$ cat config.mk
export PLATFORM = sky130hd
export DESIGN_NAME = axi_fromhost_master
export DESIGN_NICKNAME = d
export VERILOG_FILES = /design/src/rtl/fpga_pkg.sv /design/src/rtl/axi_fromhost_master.sv
export SDC_FILE = /design/constraint.sdc
export NUM_CORES = 1
export LEC_CHECK = 0
export CAP_MARGIN = 20
export CORE_AREA = 2 2 563 565
export DETAILED_ROUTE_END_ITERATION = 6
export DIE_AREA = 0 0 565 567
export GPL_TIMING_DRIVEN = 0
export PLACE_DENSITY_LB_ADDON = 0.2
export SLEW_MARGIN = 20
export SYNTH_ARGS = -nofsm -noshare
export SYNTH_HDL_FRONTEND = slang
export SYNTH_SLANG_ARGS = --single-unit
$ cat constraint.sdc
create_clock -name clk_i -period 4.6 [get_ports clk_i]
set_input_delay 0.92 -clock clk_i [delete_from_list [all_inputs] [get_ports clk_i]]
set_output_delay 0.92 -clock clk_i [all_outputs]
set_load 0.05 [all_outputs]
$ cat src/rtl/fpga_pkg.sv
// Shared AXI encodings and the fromhost initiator state type.
package fpga_pkg;

  typedef enum logic [1:0] {
    OKAY   = 2'd0,
    EXOKAY = 2'd1,
    SLVERR = 2'd2,
    DECERR = 2'd3
  } axi_resp_e;

  localparam logic [1:0] AXI_BURST_INCR = 2'b01;
  localparam logic [2:0] AXI_SIZE_8B    = 3'd3;

  typedef enum logic [2:0] {
    IDLE,
    WR,
    WR_B,
    RD_A,
    RD_R,
    RSP
  } fromhost_state_e;

endpackage

$ cat src/rtl/axi_fromhost_master.sv
// Single-outstanding AXI4 initiator: turns one 64-bit host request into a
// single-beat AXI write or read on a DATA_W-wide bus and reports completion.
module axi_fromhost_master
  import fpga_pkg::*;
#(
  parameter int ADDR_W = 64,
  parameter int DATA_W = 512,
  parameter int ID_W   = 4,
  parameter int AXI_ID = 0
) (
  input  logic                clk_i,
  input  logic                rstn_i,
  input  logic                req_valid_i,
  output logic                req_ready_o,
  input  logic                req_we_i,
  input  logic [ADDR_W-1:0]   req_addr_i,
  input  logic [63:0]         req_data_i,
  output logic                rsp_valid_o,
  input  logic                rsp_ready_i,
  output logic [63:0]         rsp_data_o,
  output logic                rsp_err_o,
  output logic                aw_valid_o,
  input  logic                aw_ready_i,
  output logic [ADDR_W-1:0]   aw_addr_o,
  output logic [ID_W-1:0]     aw_id_o,
  output logic                w_valid_o,
  input  logic                w_ready_i,
  output logic [DATA_W-1:0]   w_data_o,
  output logic [DATA_W/8-1:0] w_strb_o,
  output logic                w_last_o,
  input  logic                b_valid_i,
  output logic                b_ready_o,
  input  logic [1:0]          b_resp_i,
  input  logic [ID_W-1:0]     b_id_i,
  output logic                ar_valid_o,
  input  logic                ar_ready_i,
  output logic [ADDR_W-1:0]   ar_addr_o,
  output logic [ID_W-1:0]     ar_id_o,
  input  logic                r_valid_i,
  output logic                r_ready_o,
  input  logic [DATA_W-1:0]   r_data_i,
  input  logic [1:0]          r_resp_i,
  input  logic [ID_W-1:0]     r_id_i,
  input  logic                r_last_i,
  output logic [7:0]          ax_len_o,
  output logic [2:0]          ax_size_o,
  output logic [1:0]          ax_burst_o
);

  localparam int LANES  = DATA_W / 64;
  localparam int STRB_W = DATA_W / 8;
  localparam int LANE_W = (LANES > 1) ? $clog2(LANES) : 1;

  // 64-bit lane within the bus word addressed by a byte address.
  function automatic logic [LANE_W-1:0] lane_of(input logic [ADDR_W-1:0] a);
    logic [ADDR_W-1:0] idx;
    idx = (a >> 3) & ADDR_W'(LANES - 1);
    return idx[LANE_W-1:0];
  endfunction

  function automatic logic [STRB_W-1:0] strb_of(input logic [LANE_W-1:0] l);
    return STRB_W'(8'hFF) << ({l, 3'b000});
  endfunction

  fromhost_state_e    state_q, state_d;
  logic [ADDR_W-1:0]  addr_q, addr_d;
  logic [DATA_W-1:0]  wdata_q, wdata_d;
  logic [STRB_W-1:0]  strb_q, strb_d;
  logic [LANE_W-1:0]  lane_q, lane_d;
  logic               aw_done_q, aw_done_d;
  logic               w_done_q, w_done_d;
  logic [63:0]        rsp_data_q, rsp_data_d;
  logic               rsp_err_q, rsp_err_d;
  logic               init_q;

  always_ff @(posedge clk_i or negedge rstn_i) begin
    if (!rstn_i) begin
      state_q    <= IDLE;
      addr_q     <= '0;
      wdata_q    <= '0;
      strb_q     <= '0;
      lane_q     <= '0;
      aw_done_q  <= 1'b0;
      w_done_q   <= 1'b0;
      rsp_data_q <= '0;
      rsp_err_q  <= 1'b0;
      init_q     <= 1'b0;
    end else begin
      state_q    <= state_d;
      addr_q     <= addr_d;
      wdata_q    <= wdata_d;
      strb_q     <= strb_d;
      lane_q     <= lane_d;
      aw_done_q  <= aw_done_d;
      w_done_q   <= w_done_d;
      rsp_data_q <= rsp_data_d;
      rsp_err_q  <= rsp_err_d;
      init_q     <= 1'b1;
    end
  end

  always_comb begin
    state_d    = state_q;
    addr_d     = addr_q;
    wdata_d    = wdata_q;
    strb_d     = strb_q;
    lane_d     = lane_q;
    aw_done_d  = aw_done_q;
    w_done_d   = w_done_q;
    rsp_data_d = rsp_data_q;
    rsp_err_d  = rsp_err_q;
    unique case (state_q)
      IDLE: begin
        if (req_valid_i && req_ready_o) begin
          addr_d     = req_addr_i;
          wdata_d    = {LANES{req_data_i}};
          lane_d     = lane_of(req_addr_i);
          strb_d     = strb_of(lane_of(req_addr_i));
          aw_done_d  = 1'b0;
          w_done_d   = 1'b0;
          rsp_data_d = '0;
          rsp_err_d  = 1'b0;
          // Misaligned requests never reach the bus.
          if (req_addr_i[2:0] != 3'b000) begin
            rsp_err_d = 1'b1;
            state_d   = RSP;
          end else begin
            state_d = req_we_i ? WR : RD_A;
          end
        end
      end
      WR: begin
        aw_done_d = aw_done_q | aw_ready_i;
        w_done_d  = w_done_q | w_ready_i;
        if (aw_done_d && w_done_d) state_d = WR_B;
      end
      WR_B: begin
        if (b_valid_i) begin
          rsp_err_d  = (axi_resp_e'(b_resp_i) != OKAY) | (b_id_i != ID_W'(AXI_ID));
          rsp_data_d = '0;
          state_d    = RSP;
        end
      end
      RD_A: begin
        if (ar_ready_i) state_d = RD_R;
      end
      RD_R: begin
        if (r_valid_i) begin
          rsp_data_d = r_data_i[{lane_q, 6'b000000} +: 64];
          rsp_err_d  = (axi_resp_e'(r_resp_i) != OKAY) | (r_id_i != ID_W'(AXI_ID)) | ~r_last_i;
          state_d    = RSP;
        end
      end
      RSP: begin
        if (rsp_ready_i) state_d = IDLE;
      end
      default: state_d = IDLE;
    endcase
  end

  assign req_ready_o = init_q && (state_q == IDLE);
  assign aw_valid_o  = (state_q == WR) && !aw_done_q;
  assign w_valid_o   = (state_q == WR) && !w_done_q;
  assign w_last_o    = w_valid_o;
  assign b_ready_o   = (state_q == WR_B);
  assign ar_valid_o  = (state_q == RD_A);
  assign r_ready_o   = (state_q == RD_R);
  assign rsp_valid_o = (state_q == RSP);
  assign rsp_data_o  = rsp_data_q;
  assign rsp_err_o   = rsp_err_q;
  assign aw_addr_o   = addr_q;
  assign ar_addr_o   = addr_q;
  assign aw_id_o     = ID_W'(AXI_ID);
  assign ar_id_o     = ID_W'(AXI_ID);
  assign w_data_o    = wdata_q;
  assign w_strb_o    = strb_q;
  assign ax_len_o    = 8'd0;
  assign ax_size_o   = AXI_SIZE_8B;
  assign ax_burst_o  = AXI_BURST_INCR;

endmodule

Word-level counts from Yosys, hierarchy flattened
Index checks and enable logic that the tools add are counted.
{"block": "op_classes", "n_mux": 21, "n_eq_ne": 11, "reduce_logical": 19, "shift": 2, "bitwise_logic": 6}
{"operator": "$shiftx 512x10->64", "count": 1}
{"operator": "$mux 64", "count": 3}
{"operator": "$pmux 64 s3", "count": 1}
{"operator": "$shl 8x6->64 const A", "count": 1}
{"operator": "$mux 3", "count": 7}
{"operator": "$pmux 3 s6", "count": 1}
{"operator": "$ne 2x2->1 const B", "count": 4}
{"operator": "$reduce_bool 4->1", "count": 2}
{"operator": "$eq 3x2->1 const B", "count": 2}
{"operator": "$eq 3x3->1 const B", "count": 2}
{"operator": "$reduce_and 6->1", "count": 1}
{"operator": "$reduce_bool 2->1", "count": 3}
{"operator": "$reduce_bool 3->1", "count": 2}
{"operator": "$logic_and 1x1->1", "count": 5}
{"operator": "$mux 1", "count": 5}
{"operator": "$or 1x1->1", "count": 5}
{"operator": "$ne 2x1->1 const B", "count": 2}
{"operator": "$pmux 1 s2", "count": 2}
{"operator": "$reduce_and 2->1", "count": 2}
{"operator": "$reduce_and 4->1", "count": 1}
{"operator": "$eq 3x1->1 const B", "count": 1}
{"operator": "$logic_not 3->1", "count": 1}
{"operator": "$pmux 1 s3", "count": 1}
{"operator": "$logic_not 1->1", "count": 2}
{"operator": "other kinds (2)", "count": 2}
{"block": "totals", "word_cells": 69, "input_bits": 663, "out_inout_bits": 798, "register_bits": 714}

Logic depth before layout (Yosys ltp)
{"block": "depth", "ltp_word": 5, "depth_mapped": 8, "ltp_nobuf": 4}

Worst setup path after synthesis
Ideal clock, no wire load.
{"block": "synth_timing", "path_kind": "register to output", "startpoint": "register state_q[2]", "endpoint": "output w_valid_o", "stages_incl_launch_ff": 6, "t_required_ps": 3680, "n_path_buf": 2, "path_slack_ps": 1778, "arrival_ps": 1902, "cell_sequence": "dfrtp_1 > buf_4 > nor2_1 > nand2_1 > nor2_1 > buf_4"}
{"block": "synth_via", "elab_chain_len": 2}
{"element": "from (decl)", "line_no": "axi_fromhost_master.sv:65", "text": "fromhost_state_e state_q, state_d;"}
{"element": "from (signal assigned)", "line_no": "axi_fromhost_master.sv:89", "text": "state_q <= state_d;"}
{"element": "$eq 3x1->1", "line_no": "axi_fromhost_master.sv:163", "text": "assign w_valid_o = (state_q == WR) && !w_done_q;"}
{"element": "$logic_and 1x1->1", "line_no": "axi_fromhost_master.sv:163"}
{"element": "to (decl)", "line_no": "axi_fromhost_master.sv:26", "text": "output logic w_valid_o,"}
No other way between the ends.

Worst setup path in the final report
{"block": "layout_timing", "startpoint": "register state_q[0]", "endpoint": "output w_valid_o"}
Same word-level chain as after synthesis.

==> impl_metrics.csv <==
group,metric,value,unit
outcome,outcome,"finished clean",
timing,finalHoldViolCount,0,
setup_path,critPathMaxFanout,10,
pwr,power.static_leakage,14.6,nW
pwr,power.switching,20.1,mW
clock_tree,clkLatencyLatePin,0.64,ns
clock_tree,ctsRootBufferMaster,"clkbuf_16",
synth,synth.cell_area,0.0160,sq mm
setup_path,critical_path_arrival,3.22,ns
setup_path,critical_path.endpoint_type,"output pin",
setup_path,worstPathRequired,3.68,ns
floorplanning,fp.dieArea,0.320,sq mm
synth,netlist.top_cell.by_area,"dfrtp_1",
synth,yosysUniqueCellTypes,36,
timing,timing.final.crit_share,89.9,%
grt,first_global_vias,18000,
pwr,powerDensity,924,mW/mm^2
floorplanning,die-width,565,microns
grt,antenna_found_initial,84,
grt,grt_max_degree,72,
pwr,swShare,58.8,%
floorplanning,die_height,567,microns
clock_tree,cts-buffers-inserted,36,
floorplanning,area_of_the_core,0.314,sq mm
final_layout,share_of_post_route_cells_with_drive_strength_above_1,26.9,%
drt,routed-via-count,17500,
timing,final.min_clock_period,4.14,ns
setup_path,r2r-start,"ar_addr_o[5]",
place,hpwl,151000,microns
clock_tree,tritoncts,"yes",
synth,synth_cells,1652,
drt,detailed_router_s_first_iteration_violation_count,684,
pwr,internal-power,14.1,mW
place,numPortBuffers,1438,
timing,report.final.slew_viol_count,0,
clock_tree,htreeDepth,2,
synth,ys_seq_elements,207,
timing,worst-slew-pin-transition,1.14,ns
grt,grt_use_total,10.1,%
timing,final.setup_skew,0.0289,ns
timing,max_freq,242,MHz
pwr,comb_power_share,77.5,%
final_layout,area.growth.synth_to_final,131,%
timing,grt_setup_unrepaired,"no",
final_layout,final_common_cell,"clkdlybuf4s50_1",
setup_path,worst-r2r-cell-count,5,
drt,drtAntennaViolNets,0,
place,gp_congestion,0.816,
timing,setup_slack,0.463,ns
drt,drt_via_density,2.38,
place,placement.setup.worst_slack,0.694,ns
synth,syn_area_per_cell,9.71,sq um
clock_tree,cts.sink_count,207,
flow_run,drv_cap,0,
pwr,clock_power_share,8.3,%
pwr,irDropWorstVdd,0.000351,V
synth,synth_edf_count,0,
synth,synthTopCellsByArea,"dfrtp_1 (32%), buf_4 (28%), mux4_2 (18%), nand2_1 (11%), mux2i_1 (4.0%)",
timing,setup-tns-final,0,ns
setup_path,worst-setup-path-type,"register to output pin",
synth,postSynth.topFlopCell,"dfrtp_1",
floorplanning,initial_utilization,5.11,%
drt,drt_pre_antenna_iters,4,
drt,drc,0,
grt,global_route_wire_length_before_repair,207000,microns
timing,worst_slack_on_hold_paths,0.109,ns
pwr,seq_power_share,14.2,%
setup_path,r2r_setup_slack,1.16,ns
drt,route.final.wire_length,169000,microns
synth,ys_warn_count,0,
clock_tree,clkTransAtPathRegs,0.06,ns
floorplanning,placement_rows,206,
final_layout,design.final.nets,3818,
setup_path,timing.rr.end,"rsp_data_o[55]",
clock_tree,deepest_clock_path_buffer_count,3,
synth,ys_seq_area_share,32.3,%
clock_tree,postCtsHoldBufs,0,
synth,async_reset_ff_share,100,%
grt,grt-ovfl-total,0,
floorplanning,ports_placed_on_the_boundary,1461,
timing,timing.slew.headroom,23.8,%
timing,report.final.setup_viol,0,
setup_path,worstSetupStartpointType,"register",
min_path,hold_path.class,"input port to async pin",
final_layout,most-common-layout-cells,"clkdlybuf4s50_1 (1437), buf_4 (603), nand2_1 (449)",
drt,post_drt_wl_per_cell,22.9,microns
synth,yosys.area.top_type_share,32.3,%
[flip-flops by register name, summed over array words and instances, names as in the netlist]
name and cells:
ar_addr_o 64, rsp_data_o 64, w_data_o 64, w_strb_o 8, state_q 3, aw_done_q 1, init_q 1, rsp_err_o 1
w_done_q 1
[area by class of cell]
cell class                 instances  area (sq um)
buffer                           672          4910
timing repair buffer            1445         14500
clock buffer                      49          1050
multi-input combinational        789          6040
sequential                       207          5180
fill                           36000        277000
antenna                           25          62.6
inverter                           4          15.0
tap                             4160          5200
clock inverter                    17           120
[stage by stage]
| step | cell area (sq um) | cells | total power [mW] | utilization, % |
|---|---|---|---|---|
| floorplan | 16100 | 1672 | 21.0 | - |
| global placement | 35700 | 7270 | 32.2 | 11.4 |
| detailed placement | 35900 | 7277 | 32.2 | 11.4 |
| CTS | 37100 | 7343 | 35.3 | 11.8 |
| global route | 37100 | 7347 | 35.9 | 11.8 |
| finish | 37100 | 7368 | 34.3 | 11.8 |
[cell usage after synthesis, drive strengths merged, types with 2 or more instances]
master,number
nor3b,2
buf,649
clkbuf,23
nand3,4
inv,4
o21ai,72
a21oi,4
nand2b,4
mux2i,64
nand2,450
mux4,128
nor4b,2
o41ai,4
mux2,3
nor2,11
a31oi,3
dfrtp,207
o31ai,2
nor4,4
conb,2
[power by group through the flow]
stage / combinational, mW / clock [mW] / sequential [mW]
finish: 26.6 / 2.85 / 4.88
global route: 27.7 / 3.09 / 5.12
CTS: 27.2 / 3.08 / 5.06
detailed placement: 27.1 / 0 / 5.08
global placement: 27.2 / 0 / 5.02
floorplan: 14.5 / 0 / 6.42
[metal layers]
metal  up-vias  track usage (%)  part of all wire, %
met4        26             2.00                  2.3
met1      8373             10.4                   36
li1       7949                -                    -
met5         -                0                0.095
met3       154             2.79                  7.5
met2      1047             20.1                   55
[cell families (layout without fill, tap and decap cells)]
family	Yosys count	count (layout)	synth area share, %
simple gates	480	480	11.6
flops	207	207	32.3
other cells	2	47	0.0468
mux	195	195	22.2
buf+inv	676	2187	30.7
compound gates	92	92	3.21
[critical path, stage by stage (launching register included)]
cell and delay (ns):
dfrtp_1 0.66, clkbuf_2 0.41, nand2_1 0.12, nor2_1 0.39, buf_4 0.19, clkdlybuf4s50_1 0.79
[repair_timing]
action	4_1_cts	5_1_grt
resized for setup	2	0
endpoints found under the setup margin	1	0
setup buffers	0	0
[worst max-delay path by stage]
| stage | startpoint | endpoint | slack, ns | cells after the start |
|---|---|---|---|---|
| global route | state_q[0] | w_valid_o | 0.23 | 5 |
| global placement | rstn_i | rsp_data_o[48] | -9.43 | 1 |
| finish | state_q[0] | w_valid_o | 0.46 | 5 |
| detailed placement | state_q[0] | w_valid_o | 0.69 | 5 |
| CTS | state_q[0] | w_valid_o | 0.22 | 5 |
| floorplan | state_q[2] | w_valid_o | 1.78 | 5 |
Note: power is estimated with default switching activity, not from simulation.
